<file path="src/rtl/freq_pkg.sv">
// Shared constants and FSM encoding for the reciprocal frequency counter (gate sequencer
// and SPI readout side).
package freq_pkg;

  typedef enum logic [2:0] {
    IDLE = 3'd0,
    ARM  = 3'd1,
    GATE = 3'd2,
    DONE = 3'd3,
    FLAG = 3'd4
  } state_t;

  localparam int CNT_W_DEF          = 28;
  localparam int GATE_CYCLES_DEF    = 27_000_000;
  localparam int TIMEOUT_CYCLES_DEF = 54_000_000;
  localparam int SYS_CLK_HZ         = 27_000_000;

endpackage

</file>
<file path="src/rtl/freq_meas_ctrl_edge_sync.sv">
// Two-flop synchronizer plus rising-edge detect for an input asynchronous to clk.
// The same block serves the signal-under-test and reference-input channels.
module freq_edge_sync (
  input  logic clk,
  input  logic rst_n,
  input  logic async_in,
  output logic rise
);

  logic s0_q, s0_d;
  logic s1_q, s1_d;
  logic prev_q, prev_d;

  always_comb begin
    s0_d   = async_in;
    s1_d   = s0_q;
    prev_d = s1_q;
  end

  always_ff @(posedge clk or negedge rst_n) begin
    if (!rst_n) begin
      s0_q   <= 1'b0;
      s1_q   <= 1'b0;
      prev_q <= 1'b0;
    end else begin
      s0_q   <= s0_d;
      s1_q   <= s1_d;
      prev_q <= prev_d;
    end
  end

  assign rise = s1_q & ~prev_q;

endmodule

</file>
<file path="src/rtl/freq_meas_ctrl.sv">
// Equal-precision gate sequencer: gate opens and closes on sig_in rising edges, counting
// sig_in periods and sys_clk cycles. Optional no-edge timeout enabled by FREQ_TIMEOUT_EN.
module freq_meas_ctrl
  import freq_pkg::*;
#(
  parameter int CNT_W          = CNT_W_DEF,
  parameter int GATE_CYCLES    = GATE_CYCLES_DEF,
  parameter int TIMEOUT_CYCLES = TIMEOUT_CYCLES_DEF
) (
  input  logic             sys_clk,
  input  logic             sys_rst_n,
  input  logic             sig_in,
  input  logic             start,
  input  logic             cont,
  output logic             busy,
  output logic [CNT_W-1:0] test_cnt,
  output logic [CNT_W-1:0] std_cnt,
  output logic             ovf,
  output logic             timeout,
  output logic             calc_flag
);

  localparam int                GATE_W   = $clog2(GATE_CYCLES + 1);
  localparam logic [GATE_W-1:0] GATE_MIN = GATE_W'(GATE_CYCLES);
  localparam logic [CNT_W-1:0]  CNT_MAX  = '1;

  function automatic logic [CNT_W-1:0] sat_inc(input logic [CNT_W-1:0] v);
    return (v == CNT_MAX) ? v : v + 1'b1;
  endfunction

  logic rise;

  freq_edge_sync u_sync (
    .clk      (sys_clk),
    .rst_n    (sys_rst_n),
    .async_in (sig_in),
    .rise     (rise)
  );

  state_t             state_q, state_d;
  logic [CNT_W-1:0]   std_i_q, std_i_d;
  logic [CNT_W-1:0]   test_i_q, test_i_d;
  logic [GATE_W-1:0]  gate_q, gate_d;
  logic               ovf_i_q, ovf_i_d;
  logic [CNT_W-1:0]   test_cnt_q, test_cnt_d;
  logic [CNT_W-1:0]   std_cnt_q, std_cnt_d;
  logic               ovf_q, ovf_d;
  logic               timeout_q, timeout_d;
  logic               busy_q, busy_d;
  logic               calc_flag_q, calc_flag_d;
  logic               abort;

`ifdef FREQ_TIMEOUT_EN
  localparam int                WAIT_W    = $clog2(TIMEOUT_CYCLES + 1);
  localparam logic [WAIT_W-1:0] WAIT_LAST = WAIT_W'(TIMEOUT_CYCLES - 1);
  logic [WAIT_W-1:0] wait_q, wait_d;
`else
  logic unused_timeout_cfg;
  assign unused_timeout_cfg = (TIMEOUT_CYCLES != 0);
`endif

  always_comb begin
    state_d    = state_q;
    std_i_d    = std_i_q;
    test_i_d   = test_i_q;
    gate_d     = gate_q;
    ovf_i_d    = ovf_i_q;
    test_cnt_d = test_cnt_q;
    std_cnt_d  = std_cnt_q;
    ovf_d      = ovf_q;
    timeout_d  = timeout_q;
    abort      = 1'b0;
`ifdef FREQ_TIMEOUT_EN
    wait_d     = wait_q;
`endif
    case (state_q)
      IDLE: begin
        if (start) begin
          state_d = ARM;
`ifdef FREQ_TIMEOUT_EN
          wait_d  = '0;
`endif
        end
      end
      ARM: begin
`ifdef FREQ_TIMEOUT_EN
        wait_d = wait_q + 1'b1;
        abort  = (wait_q == WAIT_LAST);
`endif
        // A real edge beats a timeout landing in the same cycle
        if (rise) begin
          state_d  = GATE;
          std_i_d  = CNT_W'(1);
          gate_d   = GATE_W'(1);
          test_i_d = '0;
          ovf_i_d  = 1'b0;
          abort    = 1'b0;
`ifdef FREQ_TIMEOUT_EN
          wait_d   = '0;
`endif
        end
      end
      GATE: begin
        if (rise && (gate_q >= GATE_MIN)) begin
          // Closing edge ends the last period: count it, but not this sys_clk cycle
          state_d    = DONE;
          test_cnt_d = sat_inc(test_i_q);
          std_cnt_d  = std_i_q;
          ovf_d      = ovf_i_q | (test_i_q == CNT_MAX);
          timeout_d  = 1'b0;
        end else begin
          std_i_d = sat_inc(std_i_q);
          gate_d  = (gate_q >= GATE_MIN) ? GATE_MIN : gate_q + 1'b1;
          if (std_i_q == CNT_MAX) ovf_i_d = 1'b1;
          if (rise) begin
            test_i_d = sat_inc(test_i_q);
            if (test_i_q == CNT_MAX) ovf_i_d = 1'b1;
          end
`ifdef FREQ_TIMEOUT_EN
          if (gate_q >= GATE_MIN) begin
            wait_d = wait_q + 1'b1;
            abort  = (wait_q == WAIT_LAST);
          end
`endif
        end
      end
      DONE: state_d = FLAG;
      FLAG: begin
        state_d = cont ? ARM : IDLE;
`ifdef FREQ_TIMEOUT_EN
        wait_d  = '0;
`endif
      end
      default: state_d = IDLE;
    endcase

    if (abort) begin
      state_d    = DONE;
      test_cnt_d = '0;
      std_cnt_d  = '0;
      ovf_d      = 1'b0;
      timeout_d  = 1'b1;
    end

    busy_d      = (state_d != IDLE);
    calc_flag_d = (state_d == FLAG);
  end

  always_ff @(posedge sys_clk or negedge sys_rst_n) begin
    if (!sys_rst_n) begin
      state_q     <= IDLE;
      std_i_q     <= '0;
      test_i_q    <= '0;
      gate_q      <= '0;
      ovf_i_q     <= 1'b0;
      test_cnt_q  <= '0;
      std_cnt_q   <= '0;
      ovf_q       <= 1'b0;
      timeout_q   <= 1'b0;
      busy_q      <= 1'b0;
      calc_flag_q <= 1'b0;
`ifdef FREQ_TIMEOUT_EN
      wait_q      <= '0;
`endif
    end else begin
      state_q     <= state_d;
      std_i_q     <= std_i_d;
      test_i_q    <= test_i_d;
      gate_q      <= gate_d;
      ovf_i_q     <= ovf_i_d;
      test_cnt_q  <= test_cnt_d;
      std_cnt_q   <= std_cnt_d;
      ovf_q       <= ovf_d;
      timeout_q   <= timeout_d;
      busy_q      <= busy_d;
      calc_flag_q <= calc_flag_d;
`ifdef FREQ_TIMEOUT_EN
      wait_q      <= wait_d;
`endif
    end
  end

  assign busy      = busy_q;
  assign test_cnt  = test_cnt_q;
  assign std_cnt   = std_cnt_q;
  assign ovf       = ovf_q;
  assign timeout   = timeout_q;
  assign calc_flag = calc_flag_q;

endmodule

</file>
<file path="config.mk">
export PLATFORM = sky130hd
export DESIGN_NAME = freq_meas_ctrl
export DESIGN_NICKNAME = d
export VERILOG_FILES = /design/src/rtl/freq_pkg.sv /design/src/rtl/freq_meas_ctrl_edge_sync.sv /design/src/rtl/freq_meas_ctrl.sv
export SDC_FILE = /design/constraint.sdc
export NUM_CORES = 1
export LEC_CHECK = 0
export BUFFER_PORTS_ARGS = -buffer_cell sky130_fd_sc_hd__buf_2
export CORE_MARGIN = 1.5
export CORE_UTILIZATION = 60
export CTS_CLUSTER_SIZE = 30
export DETAILED_ROUTE_END_ITERATION = 7
export PLACE_DENSITY = 0.81
export SYNTH_ARGS = -nofsm -noshare
export SYNTH_HDL_FRONTEND = slang
export SYNTH_SLANG_ARGS = --single-unit
</file>
<file path="constraint.sdc">
create_clock -name sys_clk -period 3 [get_ports sys_clk]
set_clock_uncertainty 0.15 [all_clocks]
set_input_delay 0.6 -clock sys_clk [delete_from_list [all_inputs] [get_ports sys_clk]]
set_output_delay 0.6 -clock sys_clk [all_outputs]
set_load 0.05 [all_outputs]
</file>
### Word-level counts from Yosys, hierarchy flattened

Index checks and enable logic that the tools add are counted.

* register bits: 147
* bits of input ports: 5
* output and inout port bits: 60
* logic and storage cells: 63

* $lt $le $gt $ge: 1
* eq/ne operators: 11
* mux-type cells: 24
* add/sub/neg operators: 3
* bitwise operators: 3
* reductions and logical operators: 8

Operator list (count)
* $mux 28: 7
* $pmux 28 s2: 2
* $mux 25: 3
* $add 28x1->28 const B: 2
* $eq 28x28->1 const B: 2
* $pmux 25 s2: 1
* $add 25x1->25 const B: 1
* $ge 25x25->1 const B: 1
* $pmux 3 s5: 1
* $mux 3: 3
* $ne 2x2->1 const B: 4
* $reduce_and 4->1: 2
* $eq 3x2->1 const B: 2
* $eq 3x3->1 const B: 2
* $mux 1: 6
* $eq 3x1->1 const B: 1
* $logic_not 3->1: 1
* $reduce_and 3->1: 1
* $reduce_bool 3->1: 1
* $pmux 1 s2: 1
* $reduce_and 2->1: 1
* $reduce_bool 2->1: 1
* $and 1x1->1: 1
* $logic_and 1x1->1: 1
* other kinds (2): 2

### Longest topological paths before layout

* depth after elaboration: 6
* depth in mapped cells: 9
* depth with buffers taken out: 7

### By module

Synthesis repeated with hierarchy kept, for this count alone.

* cell total of the unflattened synthesis: 830
* area, all modules: 7405.9 sq um

Modules (own cells, without submodules)
* freq_meas_ctrl: cells each 826, sequential area each 3603.5 sq um, times used 1, area an instance 7317.0 sq um
* freq_edge_sync: cells each 4, sequential area each 75.1 sq um, times used 1, area an instance 88.8 sq um

### Worst setup path after synthesis

Ideal clock, no wire load.

* path type: register to register
* from: register gate_q[6]
* to: register std_cnt_q[10], in the netlist std_cnt[10]
* buffers on the path: 4
* data arrival time: 1.972 ns
* library setup time: 0.118 ns
* data required time: 2.732 ns
* clock period less this slack: 2.240 ns
* slack: 0.760 ns
* cell stages (with the launch flop): 10
* cells stage by stage: dfrtp_1 > clkbuf_1 > a211oi_1 > or4_1 > buf_2 > a211o_1 > clkbuf_1 > clkbuf_1 > nand2_1 > nand2_1

* word-level cells in the longest chain between the ends: 3

Ends and longest elaborated chain
* from (decl): RTL line freq_meas_ctrl.sv:43 `logic [GATE_W-1:0] gate_q, gate_d;`
* from (signal assigned): RTL line freq_meas_ctrl.sv:169 `gate_q <= gate_d;`
* $ge 25x25->1: RTL line freq_meas_ctrl.sv:104 `if (rise && (gate_q >= GATE_MIN)) begin`
* $logic_and 1x1->1: RTL line freq_meas_ctrl.sv:104
* $reduce_and 2->1 (no source line)
* to (signal assigned): RTL line freq_meas_ctrl.sv:172 `std_cnt_q <= std_cnt_d;`
* to (decl): RTL line freq_meas_ctrl.sv:46 `logic [CNT_W-1:0] std_cnt_q, std_cnt_d;`

No other way between the ends.
A chain may end at the register's enable or synchronous reset.

### Worst setup path in the final report

* from: register gate_q[7]
* to: register test_i_q[1]

* word-level cells in the longest chain between the ends: 4

Ends and longest elaborated chain
* $ge 25x25->1: RTL line freq_meas_ctrl.sv:104
* $logic_and 1x1->1: RTL line freq_meas_ctrl.sv:104
* $ne 2x2->1 (no source line)
* $reduce_and 4->1 (no source line)
* to (signal assigned): RTL line freq_meas_ctrl.sv:168 `test_i_q <= test_i_d;`
* to (decl): RTL line freq_meas_ctrl.sv:42 `logic [CNT_W-1:0] test_i_q, test_i_d;`

No other way between the ends.

==> results_dict.tcl <==
set metrics [dict create \
    endpoint_kind "register" \
    netlist_instances 825 \
    drv_cap 0 \
    relSlewSlack_pct 47.2 \
    synth_area_sq_um 7450 \
    cts_max_level 4 \
    rsz0062_at_grt "false" \
    gp_congestion 0.864 \
    routed_wl_mm 17.9 \
    ys_ff_latch 147 \
    worst_setup_path_start_kind "register" \
    async_flop_share_pct 100 \
    rr_endpoint "test_i_q[1]$_DFFE_PN0P_" \
    arrival_ps 2970 \
    leakagePower_nw 3.91 \
    yosysSeqAreaShare_pct 49.4 \
    ys_types 59 \
    rows 40 \
    ys_warn_count 0 \
    critPathMaxFanout 17 \
    die_x_um 114 \
    register_area_sq_um 3680 \
    final_cell_mix "nand2_1, dfrtp_1, o21ai_0, buf_2, nor2_1" \
    worst-setup-path-type "register to register" \
    power_mw 5.40 \
    muxShareOfSynthArea_pct 0.134 \
    drive_above_1_share_pct 14.6 \
    multi_input_area_sq_um 3540 \
    combPwrFrac_pct 18.4 \
    outcome "completed" \
    core-area_sq_um 12100 \
    yosys.area_share.xor_xnor_pct 4.47 \
    layout.nets 891 \
    synth_area_per_cell_sq_um 9.03 \
    area_growth_pct 15.3 \
    drtPass1Iterations 5 \
    grt_pass1_vias 6072 \
    rr_startpoint "gate_q[7]$_DFFE_PN0P_" \
    hold_slack_ps 124 \
    holdCritStartpoint "sig_in" \
    grtUsageTotal_pct 28.9 \
    die_h_um 114 \
    dp_hpwl_mm 12.0 \
    max_freq_mhz 357 \
    wl_per_cell_um 16.8 \
    p_sw_mw 1.62 \
    grt_pass1_wl_mm 29.8 \
    synth-simple-area-share_pct 25.0 \
    crit_required_ps 3170 \
    whs_endpoint "u_sync.s0_q$_DFF_PN0_" \
    synth_top_family_by_area "simple AND/OR/NAND/NOR gates" \
    worst_pin_slew_ps 792 \
    drc 0 \
    cts_tree "done" \
    dr.first_iter.drc_count 492 \
    min_period_ps 2800 \
    sw_frac_of_total_pct 30.0 \
    synth_compound_area_share_pct 16.9 \
    worstHoldPathCells 1 \
    syn_nets 834 \
    cts.reportedPaths.clkPinSlew_ps 60 \
    r2r_slack_ps 200 \
    slew_viol_final 0 \
    pwr-share-seq_pct 40.6 \
    viasPerCell 6.12 \
    layout_commonest_cell "nand2_1" \
    setup_tns_ps 0 \
    hold_path.class "primary input to register" \
    final-setup-viol-count 0 \
    power_density_nw_per_um2 629 \
    antenna_found_initial 0 \
    synth_edf_count 0 \
    grt-ovfl-total 0 \
    cts.root.buffer_cell "clkbuf_16" \
    power.internal_mw 3.78 \
    diodes 0 \
    ir_drop_v 0.000501 \
    ant_nets 0 \
    synth-adder-area-share_pct 0.672 \
    dieArea_sq_um 13100 \
    cts_num_sinks 147 \
    cts.path.max_buffers 2 \
    clock_power_share_pct 41.0 \
    placement.io_buffers 63 \
    io_pins 65 \
    grt_max_degree 58 \
    min_period_over_period_pct 93.3 \
    n_fill_cell 918 \
    vias 6501 \
    reg2reg_depth 7 \
    insertion_delay_ps 430 \
    synth_flop_cell "dfrtp_1" \
    numCtsBuffers 17 \
    hold_violations 0 \
    initial_core_util_pct 61.7 \
]
[synthesized netlist by cell type (2+ instances only)]
| cell | count | area (sq um) |
|---|---|---|
| a211oi_2 | 3 | 37.5 |
| and2_1 | 9 | 56.3 |
| nor3_1 | 12 | 60.1 |
| a31oi_1 | 24 | 150 |
| or3_1 | 19 | 119 |
| a31oi_2 | 2 | 25.0 |
| a41oi_1 | 4 | 35.0 |
| o21ai_1 | 2 | 10.0 |
| nor4_1 | 7 | 43.8 |
| o211a_1 | 2 | 20.0 |
| o22a_1 | 2 | 17.5 |
| o211ai_1 | 9 | 67.6 |
| or4_1 | 5 | 37.5 |
| nor4_2 | 5 | 62.6 |
| nor2b_1 | 3 | 18.8 |
| and4_1 | 14 | 123 |
| nor3b_1 | 3 | 22.5 |
| a211o_1 | 3 | 26.3 |
| nor2_1 | 49 | 184 |
| nand2b_1 | 10 | 62.6 |
| o21ai_0 | 76 | 380 |
| a21o_1 | 5 | 37.5 |
| xnor2_1 | 26 | 228 |
| a211oi_1 | 5 | 37.5 |
| nand3_1 | 34 | 170 |
| a21oi_1 | 39 | 195 |
| and3_1 | 18 | 113 |
| a32o_1 | 3 | 30.0 |
| o31ai_1 | 6 | 45.0 |
| nand2_1 | 169 | 634 |
| a311oi_1 | 3 | 26.3 |
| dfrtp_1 | 147 | 3680 |
| nand4_1 | 13 | 81.3 |
| buf_2 | 21 | 105 |
| buf_6 | 2 | 22.5 |
| a31o_2 | 2 | 17.5 |
| ha_1 | 4 | 50.1 |
| xor2_1 | 12 | 105 |
| clkbuf_1 | 23 | 86.3 |
| inv_1 | 7 | 26.3 |
| o21a_1 | 5 | 37.5 |
[metal layers]
metal / GRT usage, % / up-vias / routed length (um)
met4: 11.3 / 0 / 342
li1: - / 3079 / -
met3: 5.24 / 33 / 832
met1: 38.5 / 3183 / 7780
met2: 47.2 / 206 / 8910
met5: 0 / - / 0
[logic make-up after synthesis]
family / count (synthesis)
simple gates: 378
mux: 1
buf+inv: 54
xor+xnor: 38
compound gates: 202
other cells: 1
flops: 147
fa+ha+maj: 4
[worst max-delay path: stages (launching register included)]
cell      delay (ps)
dfrtp_1          430
a211oi_1         320
or4_1            230
buf_4            190
a211o_2          160
and2_1           640
o21ai_0          300
a32o_1           270
[power groups by stage]
stage                     Clock [mW]  Sequential [mW]  Combinational [mW]
after global placement             0             2.21               0.935
after detailed placement           0             2.22               0.968
final                           2.21             2.19               0.992
after floorplan                    0             2.22               0.630
after CTS                       2.24             2.19               0.982
after global routing            2.30             2.21                1.09
[state kept, by name (all words and copies together), names as in the netlist, 3 cells and up]
name / cells
std_cnt: 28
std_i_q: 28
test_cnt: 28
test_i_q: 28
gate_q: 25
state_q: 3
[stage by stage]
stage / worst slack, ps / instance area, sq um / utilization, % / cells
5_1_grt: 47.7 / 8580 / 71.2 / 1063
4_1_cts: 220 / 8580 / 71.1 / 1063
3_5_place_dp: 240 / 7950 / 65.9 / 1030
2_1_floorplan: 760 / 7450 / - / 825
3_3_place_gp: 320 / 7950 / 65.9 / 1030
6_report: 201 / 8580 / 71.2 / 1063
[repair_timing]
action                                  in CTS  in global routing
hold buffers                                 1                  0
resized for setup                            0                  1
hold endpoints to repair                    14                  0
buffers inserted                             0                  0
endpoints found under the setup margin       0                  3
[how the worst max path moves through the flow]
stage,start,endpoint,slack (ps),cells after the start
floorplan,gate_q[6]$_DFFE_PN0P_,std_cnt[10]$_DFFE_PN0P_,760,9
global placement,gate_q[12]$_DFFE_PN0P_,test_i_q[27]$_DFFE_PN0P_,320,6
detailed placement,gate_q[12]$_DFFE_PN0P_,test_i_q[27]$_DFFE_PN0P_,240,6
CTS,gate_q[12]$_DFFE_PN0P_,test_i_q[27]$_DFFE_PN0P_,220,6
global route,state_q[2]$_DFF_PN0_,std_i_q[4]$_DFFE_PN0P_,50,7
finish,gate_q[7]$_DFFE_PN0P_,test_i_q[1]$_DFFE_PN0P_,200,7
[layout make-up]
cell class                 count  area share, %
sequential                   147           42.9
timing repair buffer          85           5.99
inverter                       7          0.306
clock buffer                  25           5.77
tap                          168           2.45
clock inverter                 7           1.40
multi-input combinational    624           41.2
(Power assumes the default switching activity.)
